**src/rtl/fill_valve_arbiter.sv**
```systemverilog
// Round-robin arbiter that routes one shared mains water inlet to N washer
// channels. Each grant opens the inlet valve for one washer until its drum is
// full, it abandons the request, or the optional fill timer expires (which
// marks a sticky fault). A fixed idle gap follows every grant so the valve can
// settle before the inlet is routed elsewhere.
//
// Ports:
//   clk        - rising-edge clock
//   rst        - asynchronous, active-low reset
//   req        - per-washer fill request (level)
//   filled     - per-washer level sensor, 1 = drum full
//   fill_limit - maximum fill cycles per grant, 0 = no timeout
//   fault_clr  - per-channel fault clear pulse
//   gnt        - registered one-hot grant
//   valve_on   - registered mains inlet valve drive
//   fault      - sticky per-channel fill-timeout flags
//   busy       - high whenever the arbiter is not idle
module fill_valve_arbiter #(
  parameter int unsigned N   = 4,
  parameter int unsigned TW  = 16,
  parameter int unsigned GAP = 2
) (
  input  logic          clk,
  input  logic          rst,
  input  logic [N-1:0]  req,
  input  logic [N-1:0]  filled,
  input  logic [TW-1:0] fill_limit,
  input  logic [N-1:0]  fault_clr,
  output logic [N-1:0]  gnt,
  output logic          valve_on,
  output logic [N-1:0]  fault,
  output logic          busy
);

  localparam int unsigned PW = (N > 1) ? $clog2(N) : 1;
  localparam int unsigned GW = $clog2(GAP + 1);

  typedef enum logic [1:0] {
    S_IDLE = 2'd0,
    S_FILL = 2'd1,
    S_GAP  = 2'd2
  } state_t;

  state_t          state;
  logic [PW-1:0]   ptr;
  logic [PW-1:0]   owner;
  logic [TW-1:0]   timer;
  logic [GW-1:0]   gap_cnt;

  logic [N-1:0]    eligible;
  logic            found;
  logic [PW-1:0]   sel;
  logic [PW-1:0]   sel_next_ptr;
  logic [N-1:0]    sel_onehot;
  logic [N-1:0]    owner_onehot;
  logic            owner_done;
  logic            owner_abandon;
  logic            timeout;
  logic            fill_exit;
  logic [N-1:0]    fault_set;

  assign eligible = req & ~fault & ~filled;

  // First eligible channel at or after ptr, wrapping N-1 -> 0.
  always_comb begin
    int idx;
    found = 1'b0;
    sel   = ptr;
    idx   = 0;
    for (int k = 0; k < int'(N); k++) begin
      idx = int'(ptr) + k;
      if (idx >= int'(N)) idx = idx - int'(N);
      if (!found && eligible[idx]) begin
        found = 1'b1;
        sel   = PW'(idx);
      end
    end
  end

  assign sel_next_ptr = (sel == PW'(N - 1)) ? '0 : sel + PW'(1);

  // One-hot decodes of the selected channel and the current owner.
  always_comb begin
    sel_onehot   = '0;
    owner_onehot = '0;
    for (int i = 0; i < int'(N); i++) begin
      sel_onehot[i]   = (PW'(i) == sel);
      owner_onehot[i] = (PW'(i) == owner);
    end
  end

  // Exit conditions only look at the owner; other channels are ignored in FILL.
  assign owner_done    = filled[owner];
  assign owner_abandon = ~req[owner];
  assign timeout       = (fill_limit != '0) && (timer == fill_limit);
  assign fill_exit     = owner_done | owner_abandon | timeout;

  // A completion on the timeout cycle counts as a normal fill, not a fault.
  assign fault_set = ((state == S_FILL) && timeout && !owner_done) ? owner_onehot : '0;

  // Arbiter state machine with registered outputs.
  always_ff @(posedge clk or negedge rst) begin
    if (!rst) begin
      state    <= S_IDLE;
      gnt      <= '0;
      valve_on <= 1'b0;
      fault    <= '0;
      busy     <= 1'b0;
      ptr      <= '0;
      owner    <= '0;
      timer    <= '0;
      gap_cnt  <= '0;
    end else begin
      // Set is applied after clear so a same-cycle timeout wins.
      fault <= (fault & ~fault_clr) | fault_set;

      case (state)
        S_IDLE: begin
          if (found) begin
            state    <= S_FILL;
            gnt      <= sel_onehot;
            valve_on <= 1'b1;
            busy     <= 1'b1;
            owner    <= sel;
            ptr      <= sel_next_ptr;
            timer    <= TW'(1);
          end
        end

        S_FILL: begin
          if (fill_exit) begin
            state    <= S_GAP;
            gnt      <= '0;
            valve_on <= 1'b0;
            gap_cnt  <= GW'(GAP - 1);
          end else if (timer != '1) begin
            timer <= timer + TW'(1);
          end
        end

        S_GAP: begin
          if (gap_cnt == '0) begin
            state <= S_IDLE;
            busy  <= 1'b0;
          end else begin
            gap_cnt <= gap_cnt - GW'(1);
          end
        end

        default: begin
          state    <= S_IDLE;
          gnt      <= '0;
          valve_on <= 1'b0;
          busy     <= 1'b0;
        end
      endcase
    end
  end

endmodule

```
**config.mk**
```make
export PLATFORM = sky130hd
export DESIGN_NAME = fill_valve_arbiter
export DESIGN_NICKNAME = d
export VERILOG_FILES = /design/src/rtl/fill_valve_arbiter.sv
export SDC_FILE = /design/constraint.sdc
export NUM_CORES = 1
export LEC_CHECK = 0
export CAP_MARGIN = 20
export CELL_PAD_IN_SITES_DETAIL_PLACEMENT = 0
export CELL_PAD_IN_SITES_GLOBAL_PLACEMENT = 2
export CORE_AREA = 4 4 82 84
export CTS_CLUSTER_SIZE = 16
export DETAILED_ROUTE_END_ITERATION = 12
export DIE_AREA = 0 0 86 88
export DONT_BUFFER_PORTS = 1
export PLACE_DENSITY_LB_ADDON = 0.1
export SYNTH_ARGS = -nofsm -noshare
export SYNTH_HDL_FRONTEND = slang
export SYNTH_SLANG_ARGS = --single-unit
export TNS_END_PERCENT = 50
```
**constraint.sdc**
```tcl
create_clock -name clk -period 3.3 [get_ports clk]
set_input_delay 0.66 -clock clk [delete_from_list [all_inputs] [get_ports clk]]
set_output_delay 0.66 -clock clk [all_outputs]
set_load 0.02 [all_outputs]
```
After elaboration in Yosys (flattened, before gate mapping):

Index checks and enable logic that the tools add are counted.

* register bits: 34
* bits in latches: 0
* bits in writable memories: 0
* memory bits (read-only): 0
* word-level logic and storage cells: 129
* memories kept: 0

* $add $sub $neg: 10
* multipliers: 0
* divide/modulo/power cells: 0
* magnitude comparators: 9
* equality and inequality tests: 17
* shift-type cells: 0
* multiplexer cells: 49
* bitwise gates (word level): 12
* reduce and logical (&&, ||, !) cells: 23

Operator list (count)
* less-than comparator 32 x 4 -> 1 bit (second input constant): 4
* 2-to-1 mux 32 bit: 4
* 2-to-1 mux 16 bit: 3
* case mux 16 bit (2 select lines): 1
* 2-to-1 mux 2 bit: 10
* 2-to-1 mux 1 bit: 17
* adder 16 x 1 -> 16 bit (second input constant): 1
* equality test 16 bit: 1
* != test 16 bit (second input constant): 1
* nonzero test 16 bit: 1
* AND 4 bit: 3
* binary-select mux 1 bit (select 2 bit): 6
* 2-to-1 mux 4 bit: 3
* inverter 4 bit: 3
* case mux 4 bit (3 select lines): 1
* AND reduction 3 bit: 4
* subtractor 3 x 3 -> 4 bit (second input constant): 3
* != test 2 bit (second input constant): 5
* >= comparator 3 bit (second input constant): 3
* equality test 2 bit (first input constant): 4
* zero test 2 bit: 4
* adder 2 x 2 -> 3 bit (second input constant): 2
* logical AND 1 bit: 6
* case mux 1 bit (3 select lines): 2
* other kinds (19): 28

Longest topological paths before layout:

* depth in word-level cells: 19
* depth in mapped cells: 9

Worst setup path after synthesis:

OpenSTA, ideal clock, no wires.

* path kind: input port to flip-flop
* start: input filled[0]
* end: register gnt[1]
* library setup time: 0.135 ns
* data arrival time: 2.011 ns
* required time: 3.165 ns
* setup slack: 1.154 ns
* cell stages on the path: 7
* buffers on the path: 0
* cell sequence: or3b_4 -> o22a_1 -> o221ai_1 -> inv_1 -> ha_1 -> mux2i_1 -> o21ai_0

* word-level cells in the longest chain between the ends: 18
* elaborated cells between the ends (all ways): 38
* classes of those cells: eq/ne: 3; mux: 24; bitwise: 4; reduce/logical: 7

RTL lines
* from (decl): RTL line 26 `input logic [N-1:0] filled,`
* inverter 4 bit *: RTL line 62 `assign eligible = req & ~fault & ~filled;`
* AND 4 bit *: RTL line 62
* binary-select mux 1 bit (select 2 bit): RTL line 73 `if (!found && eligible[idx]) begin`
* 2-to-1 mux 1 bit (implied by the code) (2 in a row): RTL line 73
* 2-to-1 mux 1 bit: RTL line 73
* zero test 1 bit: RTL line 73
* logical AND 1 bit: RTL line 73
* 2-to-1 mux 1 bit: RTL line 73
* [2 not listed]
* 2-to-1 mux 1 bit: RTL line 73
* zero test 1 bit: RTL line 73
* logical AND 1 bit: RTL line 73
* 2-to-1 mux 2 bit *: RTL line 73
* via sel[0]: RTL line 52 `logic [PW-1:0] sel;`
* equality test 1 x 2 -> 1 bit *: RTL line 87 `sel_onehot[i] = (PW'(i) == sel);`
* 2-to-1 mux 4 bit *: RTL line 119 `if (found) begin`
* case mux 4 bit (3 select lines) *: RTL line 117 `case (state)`
* to (signal assigned): RTL line 121 `gnt <= sel_onehot;`
* to (decl): RTL line 29 `output logic [N-1:0] gnt,`

Mark *: on every way through the listed nets, which the timed path passes. The rest lies on a longest branch. The select of a mux whose other input is x is not followed.
A chain may end at the register's enable or synchronous reset.

Worst setup path in the final report:

* start: register timer[7]
* end: register timer[1]

* word-level cells in the longest chain between the ends: 5
* elaborated cells between the ends (all ways): 7
* classes of those cells: eq/ne: 4; bitwise: 1; reduce/logical: 2

RTL lines
* from (decl): RTL line 47 `logic [TW-1:0] timer;`
* from (signal assigned): RTL line 137 `timer <= timer + TW'(1);`
* equality test 16 bit: RTL line 95 `assign timeout = (fill_limit != '0) && (timer == fill_limit);`
* logical AND 1 bit: RTL line 95
* OR 1 bit: RTL line 96 `assign fill_exit = owner_done | owner_abandon | timeout;`
* != test 2 bit (no line)
* AND reduction 4 bit (no line) *

Mark *: on every way between the ends. The rest lies on a longest branch, timed or not.

==> results.sh <==
export IMPL_critPathMaxFanout=14
export IMPL_rr_endpoint="timer[1]$_DFFE_PN0P_"
export IMPL_grt_overflow=0
export IMPL_tns_ns=0
export IMPL_status="finished, final reports clean"
export IMPL_row_count=28
export IMPL_drt_met1_wl_um=2670
export IMPL_hold_class="in2async"
export IMPL_post_place_cells=317
export IMPL_fmax_mhz=406
export IMPL_synth_edff_count=0
export IMPL_grt_pass1_wl_um=9310
export IMPL_dr_max_layer_used="met4"
export IMPL_die_y_um=88
export IMPL_cp_startpoint="timer[7]$_DFFE_PN0P_"
export IMPL_power_mw=1.65
export IMPL_io_buffer_count=0
export IMPL_yosys_warnings=0
export IMPL_insertion_delay_ns=0.28
export IMPL_met3_wirelength_um=347
export IMPL_h_tree_depth=2
export IMPL_drive_above_1_share_pct=10.8
export IMPL_cts_resized=0
export IMPL_stdcell_count=325
export IMPL_root_buffer="clkbuf_8"
export IMPL_hold_viol=0
export IMPL_syn_area_sq_um=2320
export IMPL_place_gp_congestion=0.735
export IMPL_area_growth_syn_to_layout_pct=6.15
export IMPL_leakage_nw=1.10
export IMPL_die_area_sq_um=7570
export IMPL_antenna_found_initial=0
export IMPL_clkSinkCount=34
export IMPL_worst_slew_pin_transition_ns=0.701
export IMPL_cap_violations=0
export IMPL_num_vias=1792
export IMPL_routedWlPerCell_um=17.2
export IMPL_ys_flop_type="dfrtp_1"
export IMPL_drc_errors=0
export IMPL_rrSetupSlack_ns=0.84
export IMPL_ys_ff_latch=34
export IMPL_core_sq_um=5920
export IMPL_crit_path_end="timer[1]$_DFFE_PN0P_"
export IMPL_dp_hpwl_um=4040
export IMPL_grt_pass1_vias=1799
export IMPL_async_flop_share_pct=100
export IMPL_rsz0062_at_grt="false"
export IMPL_fin_skew_ns=0.00487
export IMPL_track_usage_pct=15.8
export IMPL_utilization_pct=41.6
export IMPL_r2r_cells=6
export IMPL_required_ns=3.50
export IMPL_vias_per_cell=5.51
export IMPL_cts_tree="done"
export IMPL_nets=285
export IMPL_start_util_pct=39.2
export IMPL_cp_end_kind="flip-flop"
export IMPL_antenna_cells=0
export IMPL_p_per_area_nw_per_um2=672
export IMPL_cp_start_kind="flip-flop"
export IMPL_die_w_um=86
export IMPL_grt_max_degree=35
export IMPL_holdBufCountCts=0
export IMPL_first_pass_iters=4
export IMPL_final_area_sq_um=2460
export IMPL_critPathKind="reg2reg"
export IMPL_min_period_ns=2.46
export IMPL_drtIter0Drc=81
export IMPL_yosysUniqueCellTypes=51
export IMPL_ir_worst_vdd_mv=0.356
export IMPL_syn_nets=286
export IMPL_cts_setup_buffers=0
export IMPL_r2r_start="timer[7]$_DFFE_PN0P_"
export IMPL_syn_area_per_cell_sq_um=9.28
export IMPL_period_share_pct=74.7
export IMPL_synth_seq_area_share_pct=36.7
export IMPL_setup_violations=0
export IMPL_slew_headroom_pct=53.2
export IMPL_drv_slew=0
export IMPL_place_area_sq_um=2360
export IMPL_ios=40
export IMPL_wl_met2_um=2520
export IMPL_routed_wl_um=5600
export IMPL_critPathArrivalTime_ns=2.67
export IMPL_syn_inst=250
export IMPL_cts_buffer_depth=2
export IMPL_cts_buffers=5
export IMPL_clk_pin_slew_ns=0.07
export IMPL_ant_nets=0
where the power goes:
group	total, mW	leakage (nW)	internal, mW	switching [mW]
clock	0.379	0.0524	0.226	0.153
sequential	0.670	0.447	0.512	0.158
combinational	0.606	0.605	0.256	0.350
total	1.65	1.10	0.993	0.661
stage by stage:
step                setup slack (ns)  hold slack, ns
floorplan                       1.15           0.364
global placement               0.768           0.365
detailed placement             0.722           0.365
CTS                            0.827          0.0511
global route                   0.586          0.0351
finish                         0.836          0.0631
area by class of cell:
cell class                      instances  area, sq um
Multi-Input combinational cell        193         1350
Sequential cell                        34          851
Clock inverter                          1         30.0
Fill cell                             606         3460
Inverter                               12         45.0
Timing Repair Buffer                    3         22.5
Clock buffer                            7         76.3
Tap cell                               75         93.8
metal layers:
metal	vias up	GRT usage (%)
met5	-	0
met4	0	4.32
met3	6	4.23
met2	45	25.1
met1	850	21.3
li1	891	-
placed cells by master, fill, tap and decap left out, types with 3 or more instances in the layout:
master / instances
and3_1: 3
dfrtp_1: 34
nor3b_1: 4
nand2_1: 28
a21oi_1: 6
nor4_1: 5
nand3_1: 10
ha_1: 6
o22a_1: 7
mux2i_1: 8
inv_1: 12
nor2_1: 23
xor2_1: 16
o21ai_0: 13
a21o_1: 6
buf_4: 3
o31ai_1: 4
nand4_1: 4
clkbuf_8: 5
nor2b_1: 6
o22ai_1: 5
registers in the layout (all words and copies together), names as in the netlist:
name and cells:
busy 1, valve_on 1, owner 2, state 2
gap_cnt 2, ptr 2, timer 16, gnt 4
fault 4
cell usage after synthesis, drive strengths merged (3+ instances only):
cell | n | area share (%)
nand4 | 4 | 1.1
o22ai | 5 | 1.3
and3 | 3 | 0.81
nor2b | 6 | 1.6
xor2 | 16 | 6.0
o21ai | 16 | 3.6
nand2 | 28 | 4.5
o22a | 7 | 2.6
o31ai | 4 | 1.3
a21o | 6 | 1.9
nor3b | 5 | 1.8
buf | 7 | 2.8
mux2i | 8 | 3.5
a21oi | 6 | 1.3
clkbuf | 4 | 0.65
ha | 6 | 3.2
dfrtp | 34 | 37
inv | 12 | 1.9
nand3 | 11 | 2.6
nor2 | 24 | 4.0
nand2b | 3 | 0.92
nor4 | 8 | 3.3
how the worst min path moves through the flow:
stage | startpoint | end | slack (ns) | cells after the start
2_1_floorplan | rst | busy$_DFFE_PN0P_ | 0.36 | 0
4_1_cts | rst | fault[2]$_DFF_PN0_ | 0.05 | 0
3_3_place_gp | rst | fault[2]$_DFF_PN0_ | 0.37 | 0
6_report | rst | fault[0]$_DFF_PN0_ | 0.06 | 0
5_1_grt | rst | fault[2]$_DFF_PN0_ | 0.04 | 0
3_5_place_dp | rst | fault[2]$_DFF_PN0_ | 0.37 | 0
kinds of logic after synthesis:
kind of cell / count (synthesis) / share of synthesized area [%]
buffers and inverters: 23 / 5.39
adders and majority gates: 6 / 3.23
AOI/OAI and AO/OA: 58 / 19.1
xor gates and xnor gates: 16 / 6.04
DFF: 34 / 36.7
muxes: 10 / 4.91
and+or+nand+nor: 103 / 24.6
critical path, stage by stage (launching register included):
cell	delay (ns)
dfrtp_1	0.52
xor2_1	0.22
nor4_1	0.35
nand2_1	0.16
o21a_4	0.29
o21ai_2	0.57
mux2i_1	0.27
(Power assumes the default switching activity.)
